===== config.mk =====
export PLATFORM = sky130hd
export DESIGN_NAME = wb_queue
export DESIGN_NICKNAME = d
export VERILOG_FILES = /design/src/rtl/wb_pkg.sv /design/src/rtl/wb_fwd_match.sv /design/src/rtl/wb_queue.sv
export SDC_FILE = /design/constraint.sdc
export NUM_CORES = 1
export LEC_CHECK = 0
export CELL_PAD_IN_SITES_DETAIL_PLACEMENT = 0
export CELL_PAD_IN_SITES_GLOBAL_PLACEMENT = 1
export CORE_MARGIN = 5
export CORE_UTILIZATION = 30
export CTS_CLUSTER_DIAMETER = 120
export CTS_CLUSTER_SIZE = 20
export DETAILED_ROUTE_END_ITERATION = 7
export PLACE_DENSITY = 0.59
export RECOVER_POWER = 25
export SLEW_MARGIN = 15
export SYNTH_ARGS = -nofsm -noshare
export SYNTH_HDL_FRONTEND = slang
export SYNTH_HIERARCHICAL = 1
export SYNTH_SLANG_ARGS = --single-unit

===== constraint.sdc =====
create_clock -name CLK -period 5.4 [get_ports CLK]
set_input_delay 1.08 -clock CLK [delete_from_list [all_inputs] [get_ports CLK]]
set_output_delay 1.08 -clock CLK [all_outputs]
set_load 0.005 [all_outputs]

===== src/rtl/wb_pkg.sv =====
// Shared types and widths for the writeback queue.
// Latency: n/a (types only).
// Backpressure: n/a (types only).
package wb_pkg;

    localparam int REG_W  = 3;
    localparam int DATA_W = 8;

    typedef struct packed {
        logic [REG_W-1:0]  rd;
        logic [DATA_W-1:0] data;
    } wb_entry_t;

endpackage


===== src/rtl/wb_fwd_match.sv =====
// Youngest-match operand forwarding for one register file read port.
// Latency: purely combinational.
// Backpressure: none; always produces a value (queue data or raw register file data).
//
// Ports:
//   entries  queue storage, indexed by physical slot
//   valid    per-slot occupancy mask
//   head     slot of the oldest pending entry
//   rdReg    read address presented to the register file
//   rfVal    raw register file read data
//   fwdVal   forwarded operand value
module wb_fwd_match
    import wb_pkg::*;
#(
    parameter int DEPTH = 4
) (
    input  wb_entry_t                  entries [DEPTH],
    input  logic [DEPTH-1:0]           valid,
    input  logic [$clog2(DEPTH)-1:0]   head,
    input  logic [REG_W-1:0]           rdReg,
    input  logic [DATA_W-1:0]          rfVal,
    output logic [DATA_W-1:0]          fwdVal
);

    localparam int PW = $clog2(DEPTH);

    logic [PW-1:0] idx;

    // Walk slots from oldest (head) to youngest; a later match overrides an
    // earlier one, so the last hit is the entry nearest tail.
    always_comb begin
        fwdVal = rfVal;
        idx    = '0;
        for (int i = 0; i < DEPTH; i++) begin
            idx = head + PW'(i);
            if (valid[idx] && (entries[idx].rd == rdReg)) begin
                fwdVal = entries[idx].data;
            end
        end
    end

endmodule


===== src/rtl/wb_queue.sv =====
// In-order writeback queue between execute/memory and the register file write port,
// with forwarding of pending results onto both register file read ports.
// Latency: push at edge N is writable/forwardable in cycle N+1; one push and one pop per cycle.
// Backpressure: wbReady low only when all DEPTH slots are full (a same-cycle pop does not help).
//
// Ports:
//   CLK, RSTn                      clock, async active-low reset
//   wbValid/wbReg/wbData/wbReady   result push interface
//   drainEn                        register file write port free this cycle
//   regWrite/wrReg/writeValue      register file write port (head entry)
//   rdReg1/2, rfVal1/2             register file read addresses and raw data
//   fwdVal1/2, fwdCmp              forwarded operands and zero flag of operand 1
//   count, empty                   occupancy
module wb_queue
    import wb_pkg::*;
#(
    parameter int DEPTH = 4
) (
    input  logic                     CLK,
    input  logic                     RSTn,
    input  logic                     wbValid,
    input  logic [REG_W-1:0]         wbReg,
    input  logic [DATA_W-1:0]        wbData,
    output logic                     wbReady,
    input  logic                     drainEn,
    output logic                     regWrite,
    output logic [REG_W-1:0]         wrReg,
    output logic [DATA_W-1:0]        writeValue,
    input  logic [REG_W-1:0]         rdReg1,
    input  logic [REG_W-1:0]         rdReg2,
    input  logic [DATA_W-1:0]        rfVal1,
    input  logic [DATA_W-1:0]        rfVal2,
    output logic [DATA_W-1:0]        fwdVal1,
    output logic [DATA_W-1:0]        fwdVal2,
    output logic                     fwdCmp,
    output logic [$clog2(DEPTH):0]   count,
    output logic                     empty
);

    localparam int PW = $clog2(DEPTH);
    localparam int CW = PW + 1;

    wb_entry_t        entries_q [DEPTH];
    logic [PW-1:0]    head_q, head_d;
    logic [PW-1:0]    tail_q, tail_d;
    logic [CW-1:0]    count_q, count_d;
    logic             push, pop;
    logic [DEPTH-1:0] valid;
    logic [PW-1:0]    offset;

    assign wbReady    = (count_q < CW'(DEPTH));
    assign empty      = (count_q == '0);
    assign push       = wbValid && wbReady;
    assign regWrite   = !empty && drainEn;
    assign pop        = regWrite;
    assign wrReg      = entries_q[head_q].rd;
    assign writeValue = entries_q[head_q].data;
    assign count      = count_q;

    always_comb begin
        head_d  = head_q;
        tail_d  = tail_q;
        count_d = count_q + CW'(push) - CW'(pop);
        if (push) tail_d = tail_q + 1'b1;
        if (pop)  head_d = head_q + 1'b1;
    end

    always_ff @(posedge CLK or negedge RSTn) begin
        if (!RSTn) begin
            head_q  <= '0;
            tail_q  <= '0;
            count_q <= '0;
        end else begin
            head_q  <= head_d;
            tail_q  <= tail_d;
            count_q <= count_d;
        end
    end

    // Storage is not reset; occupancy is tracked entirely by head/count.
    always_ff @(posedge CLK) begin
        if (push) begin
            entries_q[tail_q] <= '{rd: wbReg, data: wbData};
        end
    end

    // A slot is occupied when its distance from head (mod DEPTH) is below count.
    // The head slot stays valid during the cycle it drains.
    always_comb begin
        valid  = '0;
        offset = '0;
        for (int j = 0; j < DEPTH; j++) begin
            offset   = PW'(j) - head_q;
            valid[j] = ({1'b0, offset} < count_q);
        end
    end

    wb_fwd_match #(.DEPTH(DEPTH)) u_fwd1 (
        .entries (entries_q),
        .valid   (valid),
        .head    (head_q),
        .rdReg   (rdReg1),
        .rfVal   (rfVal1),
        .fwdVal  (fwdVal1)
    );

    wb_fwd_match #(.DEPTH(DEPTH)) u_fwd2 (
        .entries (entries_q),
        .valid   (valid),
        .head    (head_q),
        .rdReg   (rdReg2),
        .rfVal   (rfVal2),
        .fwdVal  (fwdVal2)
    );

    assign fwdCmp = (fwdVal1 == '0);

endmodule


## Word level (Yosys, flattened, before mapping)

Index checks and enable logic that the tools add are counted.

- Output and inout port bits: 34
- Bits of input ports: 37
- Bits in registers: 51
- Word-level logic and storage cells: 94

- $add $sub $neg: 10
- $lt $le $gt $ge: 15
- Bitwise logic cells: 5
- Mux-type cells: 31
- Reduce and logical (&&, ||, !) cells: 14
- Equality and inequality tests: 8

Operators by type and width:

| operator | count |
|---|---|
| 2-to-1 mux 11 bit | 9 |
| binary-select mux 11 bit (select 2 bit) | 4 |
| 2-to-1 mux 8 bit | 8 |
| bitwise mux 44 bit | 1 |
| == test 3 bit | 8 |
| demux 11 bit (select 2 bit) | 1 |
| >= comparator 3 bit (second input constant) | 5 |
| inverter 2 -> 3 bit | 5 |
| less-than comparator 2 x 3 -> 1 bit | 4 |
| less-than comparator 2 x 3 -> 1 bit (second input constant) | 4 |
| logical AND 1 bit | 11 |
| binary-select mux 1 bit (select 2 bit) | 4 |
| logical NOT 8 bit | 1 |
| adder 2 x 1 -> 2 bit (second input constant) | 2 |
| adder 2 bit (second input constant) | 2 |
| 2-to-1 mux 1 bit | 4 |
| subtractor 1 x 2 -> 2 bit (first input constant) | 2 |
| subtractor 2 bit (first input constant) | 2 |
| adder 3 x 1 -> 3 bit | 1 |
| logical NOT 3 bit | 1 |
| less-than comparator 3 x 1 -> 1 bit (second input constant) | 1 |
| less-than comparator 3 bit (second input constant) | 1 |
| subtractor 3 x 1 -> 3 bit | 1 |
| logical NOT 1 bit | 1 |

## Longest topological paths before layout

Gate-level depths: netlist (run 1).

- Word-level depth: 11
- Gate-level depth with buffers: 17

## Hierarchy

The synthesis (run 1) kept the hierarchy.

By module, submodules not included:

| module | seq. area each (sq um) | area each (sq um) | instances | cells each |
|---|---|---|---|---|
| wb_fwd_match | 0.0 | 1724.2 | 2 | 159 |
| wb_queue | 1496.4 | 2184.6 | 1 | 116 |

## Least setup slack after synthesis (run 1)

Ideal clock, no wire load.

- Path kind: register -> output
- Start: register head_q[1]
- End: output fwdCmp
- Stages on the path, launching flop included: 16
- Data arrival time: 3.478 ns
- Slack: 0.842 ns
- Required time: 4.320 ns
- Buffers on the path: 3
- Cells stage by stage: dfrtp_1 -> buf_2 -> inv_1 -> ha_1 -> a21boi_0 -> o21ai_0 -> nor2b_1 -> a21oi_1 -> or4b_4 -> buf_6 -> a21o_1 -> buf_6 -> nor3b_2 -> a221oi_2 -> or4_1 -> nor2_1

- Elaborated cells between the ends (all ways): 48
- Those cells by class: add/sub (7); order compare (4); eq/ne (4); mux (24); bitwise (4); reduce/logical (5)

RTL lines:

| item | line | RTL |
|---|---|---|
| start, declared | wb_queue.sv:44 | `logic [PW-1:0] head_q, head_d;` |
| start signal, assigned | wb_queue.sv:70 | `head_q <= '0;` |
| start signal, assigned | wb_queue.sv:74 | `head_q <= head_d;` |
| subtractor 2 bit (*) | wb_queue.sv:93 | `offset = PW'(j) - head_q;` |
| less-than comparator 2 x 3 -> 1 bit (*) | wb_queue.sv:94 | `valid[j] = ({1'b0, offset} < count_q);` |
| net valid[3] | wb_queue.sv:48 | `logic [DEPTH-1:0] valid;` |
| binary-select mux 1 bit (select 2 bit) | wb_fwd_match.sv:36 | `if (valid[idx] && (entries[idx].rd == rdReg)) begin` |
| 2-to-1 mux 1 bit (implied by the code) | wb_fwd_match.sv:36 |  |
| logical AND 1 bit | wb_fwd_match.sv:36 |  |
| 2-to-1 mux 8 bit (3 in series) | wb_fwd_match.sv:36 |  |
| 2-to-1 mux 8 bit (*) | wb_fwd_match.sv:36 |  |
| net fwdVal1[5] | wb_queue.sv:33 | `output logic [DATA_W-1:0] fwdVal1,` |
| logical NOT 8 bit (*) | wb_queue.sv:116 | `assign fwdCmp = (fwdVal1 == '0);` |
| end, declared | wb_queue.sv:35 | `output logic fwdCmp,` |

The timed path passes the listed nets; every way through them passes the cells marked *. The select of a mux whose other input is x is not followed.

## Worst setup path after layout (run 1)

- Start: input rdReg1[2]
- End: output fwdCmp

- Longest elaborated chain between the ends: 7
- Elaborated cells between the ends (all ways): 13
- Those cells by class: eq/ne (4); mux (4); reduce/logical (5)

RTL lines:

| item | line | RTL |
|---|---|---|
| start, declared | wb_queue.sv:29 | `input logic [REG_W-1:0] rdReg1,` |
| == test 3 bit | wb_fwd_match.sv:36 |  |
| logical AND 1 bit | wb_fwd_match.sv:36 |  |
| 2-to-1 mux 8 bit (3 in series) | wb_fwd_match.sv:36 |  |
| 2-to-1 mux 8 bit (*) | wb_fwd_match.sv:36 |  |
| logical NOT 8 bit (*) | wb_queue.sv:116 |  |

Mark *: on every way between the ends. The rest lies on a longest branch, timed or not.

==> impl_metrics.json, run 1 <==
{
  "drt_first_pass_iters": 4,
  "power_density_nw_per_um2": 586,
  "yosys.area.top_type_share_pct": 27.2,
  "finalCritPeriodShare_pct": 95.4,
  "synth_nets": 482,
  "utilization_pct": 36.2,
  "startpoint_type": "primary input",
  "setup_viol": 0,
  "insertion_delay_ps": 290,
  "end_kind": "primary output",
  "synthToLayoutAreaGrowth_pct": 19.5,
  "drt_iter0_markers": 295,
  "coreArea_sq_um": 18600,
  "grt_start_max_net_pins": 119,
  "synth_top_flop_cell": "edfxtp_1",
  "timing.setup.critical_path_class": "in -> out",
  "min_period_ps": 5150,
  "yosysSeqAreaShare_pct": 26.6,
  "synth_area_sq_um": 5630,
  "dpl.hpwl_um": 10900,
  "syn_inst": 434,
  "clkSinkCount": 51,
  "yosys_warnings": 6,
  "clock_path_buffers": 2,
  "postSynthAreaPerCell_sq_um": 13.0,
  "start_util_pct": 30.3,
  "rsz0062_at_grt": "no",
  "reg2reg_slack_ps": 3100,
  "final_nets": 540,
  "drive_above_1_share_pct": 28.4,
  "cap_violations": 0,
  "io_pins": 71,
  "via_per_inst": 5.53,
  "design_area_sq_um": 6730,
  "place_area_sq_um": 6580,
  "arrival_ps": 4070,
  "wl_um": 14500,
  "ys_ff_latch": 51,
  "gr-total-overflow": 0,
  "p_leak_uw": 0.00242,
  "postRouteAntennaNets": 0,
  "slew_headroom_pct": 53.3,
  "startpoint": "rdReg1[2]",
  "worst_slew_pin_slew_ps": 698,
  "cts_tree": "done",
  "grt_first_pass_wirelength_um": 23100,
  "grt_pass1_vias": 4059,
  "synth_area_leaders": "mux4_2 27%, edfxtp_1 23%, mux2i_1 8.2%, a221oi_2 4.3%, xor2_1 3.4%",
  "r2r_cells": 9,
  "core.rowCount": 50,
  "hold_violations": 0,
  "routabilityCongestion": 0.804,
  "status": "finished clean",
  "dp_cells": 719,
  "synth-edff-count": 44,
  "cp.required_ps": 4320,
  "ys_types": 44,
  "insertedDiodeCount": 0,
  "vdd_drop_max_v": 0.000357,
  "die_area_sq_um": 21600,
  "routedWlPerCell_um": 19.9,
  "grt_use_total_pct": 13.2,
  "critPathCapture": "fwdCmp",
  "clockRootBuffer": "clkbuf_16",
  "port_buffers": 70,
  "slew_violations": 0,
  "die_height_um": 147,
  "max_clock_freq_mhz": 194,
  "hold_path_class": "reg -> reg",
  "antenna_found_initial": 0,
  "numCtsBuffers": 5,
  "path_max_fanout": 9,
  "drc": 0,
  "fin_hold_ws_ps": 549,
  "die_w_um": 147,
  "layoutNonFillerInstCount": 727,
  "yosysTopAreaCell": "mux4_2",
  "worstReg2RegStart": "count[1]",
  "r2r_end": "count[2]",
  "clk_transition_reported_paths_ps": 60,
  "cts_htree_levels": 2,
  "vias": 4020,
  "n_fill_cell": 1785,
  "skew_ps": 4.75,
  "synthArstFlopShare_pct": 13.7
}
==> sequential cells by signal, summed over array words and instances, names as in the netlist <==
name and flops:
count 3, tail_q 2, head_q 2, entries_q 44
==> Yosys cell counts, types with 4 or more instances <==
| master | n |
|---|---|
| a21oi_1 | 7 |
| mux4_1 | 7 |
| dfrtp_1 | 7 |
| a221oi_2 | 16 |
| mux2i_1 | 46 |
| xnor2_1 | 18 |
| xor2_1 | 22 |
| ha_1 | 10 |
| nor2b_1 | 5 |
| buf_6 | 9 |
| nand2b_1 | 7 |
| o21ai_0 | 9 |
| mux4_2 | 68 |
| and2_1 | 4 |
| a31o_2 | 16 |
| nand2_1 | 7 |
| edfxtp_1 | 44 |
| a21o_1 | 4 |
| a32oi_1 | 4 |
| inv_1 | 45 |
| a211oi_1 | 16 |
| buf_2 | 23 |
==> what timing repair did <==
action                                  CTS  global route
hold buffers                              0             0
setup buffers                             0             0
resized for setup                         1             4
endpoints found under the setup margin    1             9
==> routing by layer <==
metal | global-route usage [%] | wire length (um) | up-vias
met3 | 1.30 | 446 | 5
met1 | 19.6 | 7060 | 2088
met2 | 20.9 | 6880 | 65
li1 | - | - | 1862
met5 | 0 | 0 | -
met4 | 3.08 | 102 | 0
==> worst max-delay path: stages <==
cell and delay [ps]:
clkdlybuf4s50_1 620, xor2_1 210, o32ai_2 110, nand3_1 110, buf_4 170, a21o_1 150
nor3b_2 160, buf_4 210, a221oi_2 90, or4_1 530, nor2_1 110, clkdlybuf4s50_1 510
==> logic make-up after synthesis <==
logic type,count (synthesis),share of synthesized area (%)
muxes,121,38.6
buffers and inverters,85,7.71
AOI/OAI and AO/OA,81,13.0
DFF,51,26.6
and+or+nand+nor,45,5.33
xor gates and xnor gates,40,6.22
adders and majority gates,11,2.58
==> layout by cell type (no fill, tap or decap), types with 3 or more instances in the layout <==
| cell | synthesis | layout |
|---|---|---|
| and2_1 | 4 | 4 |
| inv_1 | 45 | 45 |
| xnor2_1 | 18 | 18 |
| o21ai_0 | 9 | 8 |
| a31o_2 | 16 | 16 |
| nand2_1 | 7 | 7 |
| mux4_2 | 68 | 68 |
| a211oi_1 | 16 | 16 |
| clkbuf_16 | 0 | 5 |
| buf_4 | 0 | 17 |
| a221oi_2 | 16 | 16 |
| clkdlybuf4s50_1 | 0 | 61 |
| mux2i_1 | 46 | 46 |
| a21o_1 | 4 | 4 |
| buf_12 | 1 | 4 |
| xor2_1 | 22 | 22 |
| nand3_1 | 3 | 3 |
| nand2b_1 | 7 | 7 |
| ha_1 | 10 | 10 |
| edfxtp_1 | 44 | 44 |
| a21oi_1 | 7 | 7 |
| nor2b_1 | 5 | 5 |
| dfrtp_1 | 7 | 4 |
| a32oi_1 | 4 | 4 |
| dlygate4sd3_1 | 0 | 8 |
| mux4_1 | 7 | 7 |
==> worst min-delay path by stage <==
stage | from | endpoint | slack (ps) | depth (start not counted)
6_report | count[2] | count[2] | 550 | 1
5_1_grt | count[2] | count[2] | 570 | 1
4_1_cts | count[2] | count[2] | 550 | 1
3_5_place_dp | count[2] | count[2] | 540 | 1
3_3_place_gp | count[2] | count[2] | 550 | 1
2_1_floorplan | count[2] | count[2] | 530 | 1
==> per-stage QoR <==
stage	TNS, ps	setup WS (ps)	power (uW)
after floorplan	0	842	2760
after global placement	0	9.93	3640
after detailed placement	-57.5	-57.5	3680
after CTS	0	66.4	3990
after global routing	0	54.9	4250
final	0	247	3940
==> where the power goes <==
group	total [uW]	switching, uW	internal (uW)
combinational	3000	1340	1660
sequential	643	125	519
clock	299	131	168
total	3940	1600	2350
==> final cells by class <==
cell class                      count  area, sq um  area share [%]
Multi-Input combinational cell    298         3710            55.2
Sequential cell                    51         1510            22.4
Timing Repair Buffer               91          911            13.5
Tap cell                          234          293            4.35
Inverter                           45          169            2.51
Clock buffer                        5          125            1.86
Clock inverter                      3         15.0           0.223
(Power assumes the default switching activity.)
==> run 2: changes to the inputs <==
--- a/config.mk
+++ b/config.mk
@@ -10,10 +10,11 @@
 export CORE_MARGIN = 5
 export CORE_UTILIZATION = 30
 export CTS_CLUSTER_DIAMETER = 120
-export CTS_CLUSTER_SIZE = 20
+export CTS_CLUSTER_SIZE = 12
 export DETAILED_ROUTE_END_ITERATION = 7
 export PLACE_DENSITY = 0.59
 export RECOVER_POWER = 25
+export REMOVE_ABC_BUFFERS = 1
 export SLEW_MARGIN = 15
 export SYNTH_ARGS = -nofsm -noshare
 export SYNTH_HDL_FRONTEND = slang
==> run 2 against run 1 <==
Register-to-register slack barely moved. Critical endpoint unchanged. Largest power group unchanged. Clock-buffer cell count is 2 higher. Design area increased by 2.2%. Die area did not move.
==> impl_metrics.json, run 2 (synthesized netlist as in run 1, its figures left out) <==
{
  "status": "finished clean",
  "coreArea_sq_um": 18600,
  "timing.setup.critical_path_class": "in -> out",
  "n_fill_cell": 1777,
  "largest_reg_flops": 44,
  "slew_headroom_pct": 32.5,
  "via_per_inst": 5.56,
  "layoutNonFillerInstCount": 744,
  "startpoint_type": "primary input",
  "cp_cell_sequence": "clkdlybuf4s50_1, xor2_1, o32ai_1, buf_4, nand3_1, buf_4, a21o_1, nor3b_2, buf_6, a221oi_2, or4_1, nor2_1, clkdlybuf4s50_1",
  "core.rowCount": 50,
  "end_kind": "primary output",
  "reg2reg_slack_ps": 3090,
  "cp_top_family": "buffers and inverters",
  "insertedDiodeCount": 0,
  "arrival_ps": 4140,
  "power_density_nw_per_um2": 608,
  "p_clk_share_pct": 8.7,
  "dp_cells": 736,
  "gr-total-overflow": 0,
  "p_leak_uw": 0.00251,
  "clockRootBuffer": "clkbuf_16",
  "cp.required_ps": 4320,
  "globalRoute.busiestLayer": "met2",
  "grt_pass1_vias": 4116,
  "postRouteAntennaNets": 0,
  "die_height_um": 147,
  "cap_violations": 0,
  "p_int_uw": 2480,
  "largest_register": "entries_q",
  "rsz0062_at_grt": "no",
  "gr-usage-met2_pct": 23.8,
  "p_switching_uw": 1700,
  "met1_usage_pct": 19.3,
  "wl_um": 15000,
  "critical_path.max_stage_delay_ps": 550,
  "utilization_pct": 37.0,
  "numCtsBuffers": 5,
  "cp_slowest_cell": "clkdlybuf4s50_1",
  "final_common_cell": "mux4_2",
  "drt_first_pass_iters": 4,
  "drt_iter0_markers": 260,
  "min_period_ps": 5220,
  "drive_above_1_share_pct": 31.0,
  "max_clock_freq_mhz": 192,
  "clock_path_buffers": 2,
  "setup_viol": 0,
  "grt_first_pass_wirelength_um": 23700,
  "path_max_fanout": 9,
  "final_cell_mix": "68 x mux4_2, 62 x clkdlybuf4s50_1, 46 x mux2i_1",
  "routedWlPerCell_um": 20.2,
  "synthToLayoutAreaGrowth_pct": 22.0,
  "antenna_found_initial": 0,
  "finalCritPeriodShare_pct": 96.7,
  "pwr-share-seq_pct": 14.9,
  "skew_ps": 4.30,
  "start_util_pct": 30.3,
  "p_sw_share_pct": 40.7,
  "hold_violations": 0,
  "hold_buffers": 0,
  "cp_num_buf_inv": 5,
  "slew_violations": 0,
  "io_pins": 71,
  "final_nets": 557,
  "drc": 0,
  "worst_slew_pin_slew_ps": 1010,
  "power_frac_comb_pct": 76.4,
  "die_w_um": 147,
  "dpl.hpwl_um": 10800,
  "hold_path_class": "reg -> reg",
  "insertion_delay_ps": 300,
  "clk_transition_reported_paths_ps": 70,
  "grt_start_max_net_pins": 76,
  "grt_util_met3_pct": 1.70,
  "vdd_drop_max_v": 0.000232,
  "die_area_sq_um": 21600,
  "cts_htree_levels": 2,
  "cts_tree": "done",
  "clkSinkCount": 51,
  "port_buffers": 70,
  "vias": 4135,
  "fin_hold_ws_ps": 575,
  "routabilityCongestion": 0.834,
  "grt_use_total_pct": 13.9
}
## run 2: changes by cell type in the layout (fill, tap and decap cells not counted), sizes merged
cell and delta:
buf +17, clkbuf +2, clkdlybuf4s50 +1, clkinv -2, clkinvlp -1, dlymetal6s2s -1, inv +1
## run 2: final cells by class
class,instances,area [sq um],area share [%]
Clock inverter,1,8.76,0.127
Multi-Input combinational cell,298,3700,53.9
Tap cell,234,293,4.26
Inverter,45,169,2.46
Sequential cell,51,1510,21.9
Clock buffer,7,164,2.38
Timing Repair Buffer,108,1030,15.0
## run 2: what timing repair did
| item | CTS | global route |
|---|---|---|
| endpoints found under the hold margin | 0 | 0 |
| resized for setup | 1 | 4 |
| setup buffers | 0 | 0 |
| endpoints found under the setup margin | 2 | 14 |
## run 2: stage by stage
stage          instance area [sq um]  setup TNS (ps)  worst slack (ps)  total power [uW]
2_1_floorplan                   5370          -28770             -1960              2780
3_3_place_gp                    6690               0               124              3820
3_5_place_dp                    6690               0               123              3850
4_1_cts                         6870               0              53.9              4230
5_1_grt                         6870               0              7.84              4500
6_report                        6870               0               179              4180
## run 2: per-layer routing
layer | vias up | share of wire [%]
li1 | 1898 | -
met1 | 2137 | 46
met2 | 91 | 50
met3 | 9 | 3.1
met4 | 0 | 1.1
met5 | - | 0
## run 2: worst register-to-register path, delay by kind of cell, from the launching register on
family / cells / cell delay, ps
buffers and inverters: 2 / 100
adders and majority gates: 3 / 780
xor gates and xnor gates: 2 / 320
DFF: 1 / 440
and+or+nand+nor: 2 / 600
## run 2: path summary, 6_finish.rpt
path / from / to / cells past startpoint
worst max-delay path: rdReg1[2] / fwdCmp / 13
worst min-delay path: count[2] / count[2] / 1
worst max register to register: count[2] / count[2] / 9
worst min register to register: count[2] / count[2] / 1
max in group asynchronous: RSTn / head_q[0] / 1
min in group asynchronous: RSTn / tail_q[1] / 1
## run 2: power by group through the flow
stage / sequential (uW) / combinational [uW] / clock, uW
2_1_floorplan: 852 / 1930 / 0
3_3_place_gp: 625 / 3200 / 0
3_5_place_dp: 632 / 3220 / 0
4_1_cts: 623 / 3240 / 374
5_1_grt: 639 / 3470 / 392
6_report: 625 / 3200 / 362
==> run 3: changes to the inputs <==
--- a/config.mk
+++ b/config.mk
@@ -8,11 +8,11 @@
 export CELL_PAD_IN_SITES_DETAIL_PLACEMENT = 0
 export CELL_PAD_IN_SITES_GLOBAL_PLACEMENT = 1
 export CORE_MARGIN = 5
-export CORE_UTILIZATION = 30
+export CORE_UTILIZATION = 40
 export CTS_CLUSTER_DIAMETER = 120
 export CTS_CLUSTER_SIZE = 12
 export DETAILED_ROUTE_END_ITERATION = 7
-export PLACE_DENSITY = 0.59
+export PLACE_DENSITY = 0.74
 export RECOVER_POWER = 25
 export REMOVE_ABC_BUFFERS = 1
 export SLEW_MARGIN = 15
==> run 3 against run 2 <==
Utilization increased by 12 points. Non-clock buffer count decreased by 9. Largest power group unchanged. Combinational power decreased by 2%. Highest routed layer unchanged. Final cell count decreased by 8.5%. Die area decreased by 23%.
==> impl_metrics.json, run 3 (synthesized netlist as in run 1, its figures left out) <==
{
  "status": "finished clean",
  "insertedDiodeCount": 0,
  "slew_headroom_pct": 45.5,
  "clock_path_buffers": 2,
  "timing.setup.critical_path_class": "in -> out",
  "start_util_pct": 40.7,
  "clkSinkCount": 51,
  "grt_first_pass_wirelength_um": 22700,
  "cap_violations": 0,
  "path_max_fanout": 6,
  "vdd_drop_max_v": 0.000337,
  "p_total_uw": 4110,
  "io_pins": 71,
  "coreArea_sq_um": 13800,
  "multi_input_area_sq_um": 3720,
  "antenna_found_initial": 0,
  "layoutNonFillerInstCount": 681,
  "grt_start_max_net_pins": 98,
  "largest_reg_flops": 44,
  "die_w_um": 129,
  "drt_iter0_markers": 301,
  "p_leak_uw": 0.00248,
  "worstReg2RegStart": "count[1]",
  "worstHoldStart": "count[2]",
  "cp.required_ps": 4320,
  "layout_setup_ws_ps": 193,
  "rsz0062_at_grt": "no",
  "cts_htree_levels": 2,
  "fin_hold_ws_ps": 551,
  "port_buffers": 70,
  "routabilityCongestion": 0.847,
  "grt_use_total_pct": 17.6,
  "postRouteAntennaNets": 0,
  "die_height_um": 129,
  "dp_cells": 672,
  "n_fill_cell": 1222,
  "largest_register": "entries_q",
  "cts_resized": 0,
  "end_kind": "primary output",
  "cts_tree": "done",
  "startpoint": "rdReg1[2]",
  "core.rowCount": 43,
  "place_ws_ps": 85.2,
  "dpl.hpwl_um": 10000,
  "startpoint_type": "primary input",
  "cts_setup_buffers": 0,
  "drive_above_1_share_pct": 29.9,
  "routedWlPerCell_um": 21.6,
  "final_nets": 548,
  "worst_slew_pin_slew_ps": 817,
  "grt_pass1_vias": 3958,
  "reg2reg_slack_ps": 3110,
  "final_cell_mix": "68 x mux4_2, 61 x clkdlybuf4s50_1, 45 x inv_1, 45 x mux2i_1, 44 x edfxtp_1",
  "hold_violations": 0,
  "min_period_ps": 5210,
  "hold_path_class": "reg -> reg",
  "insertion_delay_ps": 300,
  "drc": 0,
  "skew_ps": 2.93,
  "wl_um": 14700,
  "clockRootBuffer": "clkbuf_16",
  "synthToLayoutAreaGrowth_pct": 19.8,
  "slew_violations": 0,
  "finalCritPeriodShare_pct": 96.4,
  "clk_transition_reported_paths_ps": 70,
  "die_area_sq_um": 16600,
  "gr-total-overflow": 0,
  "setup_viol": 0,
  "seqCellArea_sq_um": 1510,
  "numCtsBuffers": 5,
  "drt_first_pass_iters": 4,
  "power_density_nw_per_um2": 609,
  "arrival_ps": 4130,
  "vias": 4148,
  "max_clock_freq_mhz": 192,
  "via_per_inst": 6.09,
  "final_common_cell": "mux4_2",
  "hold_buffers": 0
}
[run 3: power by group]
group / switching [uW] / internal [uW] / leakage [uW] / total (uW)
registers: 121 / 519 / 0.000479 / 640
clock network: 146 / 172 / 0.0000740 / 318
logic: 1440 / 1700 / 0.00192 / 3150
total: 1710 / 2400 / 0.00248 / 4110
[run 3: worst paths after layout]
path,endpoint,cells past startpoint
max,fwdCmp,11
min,count[2],1
max reg2reg,count[2],9
min reg2reg,count[2],1
max in group asynchronous,head_q[1],1
min in group asynchronous,count[0],1
[run 3: critical path: stages]
cell             delay (ps)
clkdlybuf4s50_1         530
xor2_1                  200
o32ai_2                 270
nand3_1                 210
buf_4                   210
a211oi_1                260
a31o_2                  160
a221oi_2                 40
or4_1                   500
nor2_1                  140
clkdlybuf4s50_1         520
[run 3: final cells by class]
type                    count  share of cell area (%)
clock buffers               5                    1.85
clock inverters             3                   0.278
inverters                  45                    2.50
multi-input cells         298                    55.2
flip-flops and latches     51                    22.3
well taps                 180                    3.34
repair buffers             99                    14.6
[run 3: through the flow]
step                setup TNS, ps  utilization [%]  cell area (sq um)
floorplan                  -28770                -               5370
global placement                0             47.4               6550
detailed placement              0             47.4               6550
CTS                             0             48.4               6690
global route                    0             48.8               6750
finish                          0             48.8               6750
[run 3: per-layer routing]
metal	part of all wire [%]	vias up	GRT usage (%)
li1	-	1878	-
met1	43	2094	25.7
met2	50	156	27.8
met3	5.2	20	2.16
met4	1.7	0	4.76
met5	0	-	0
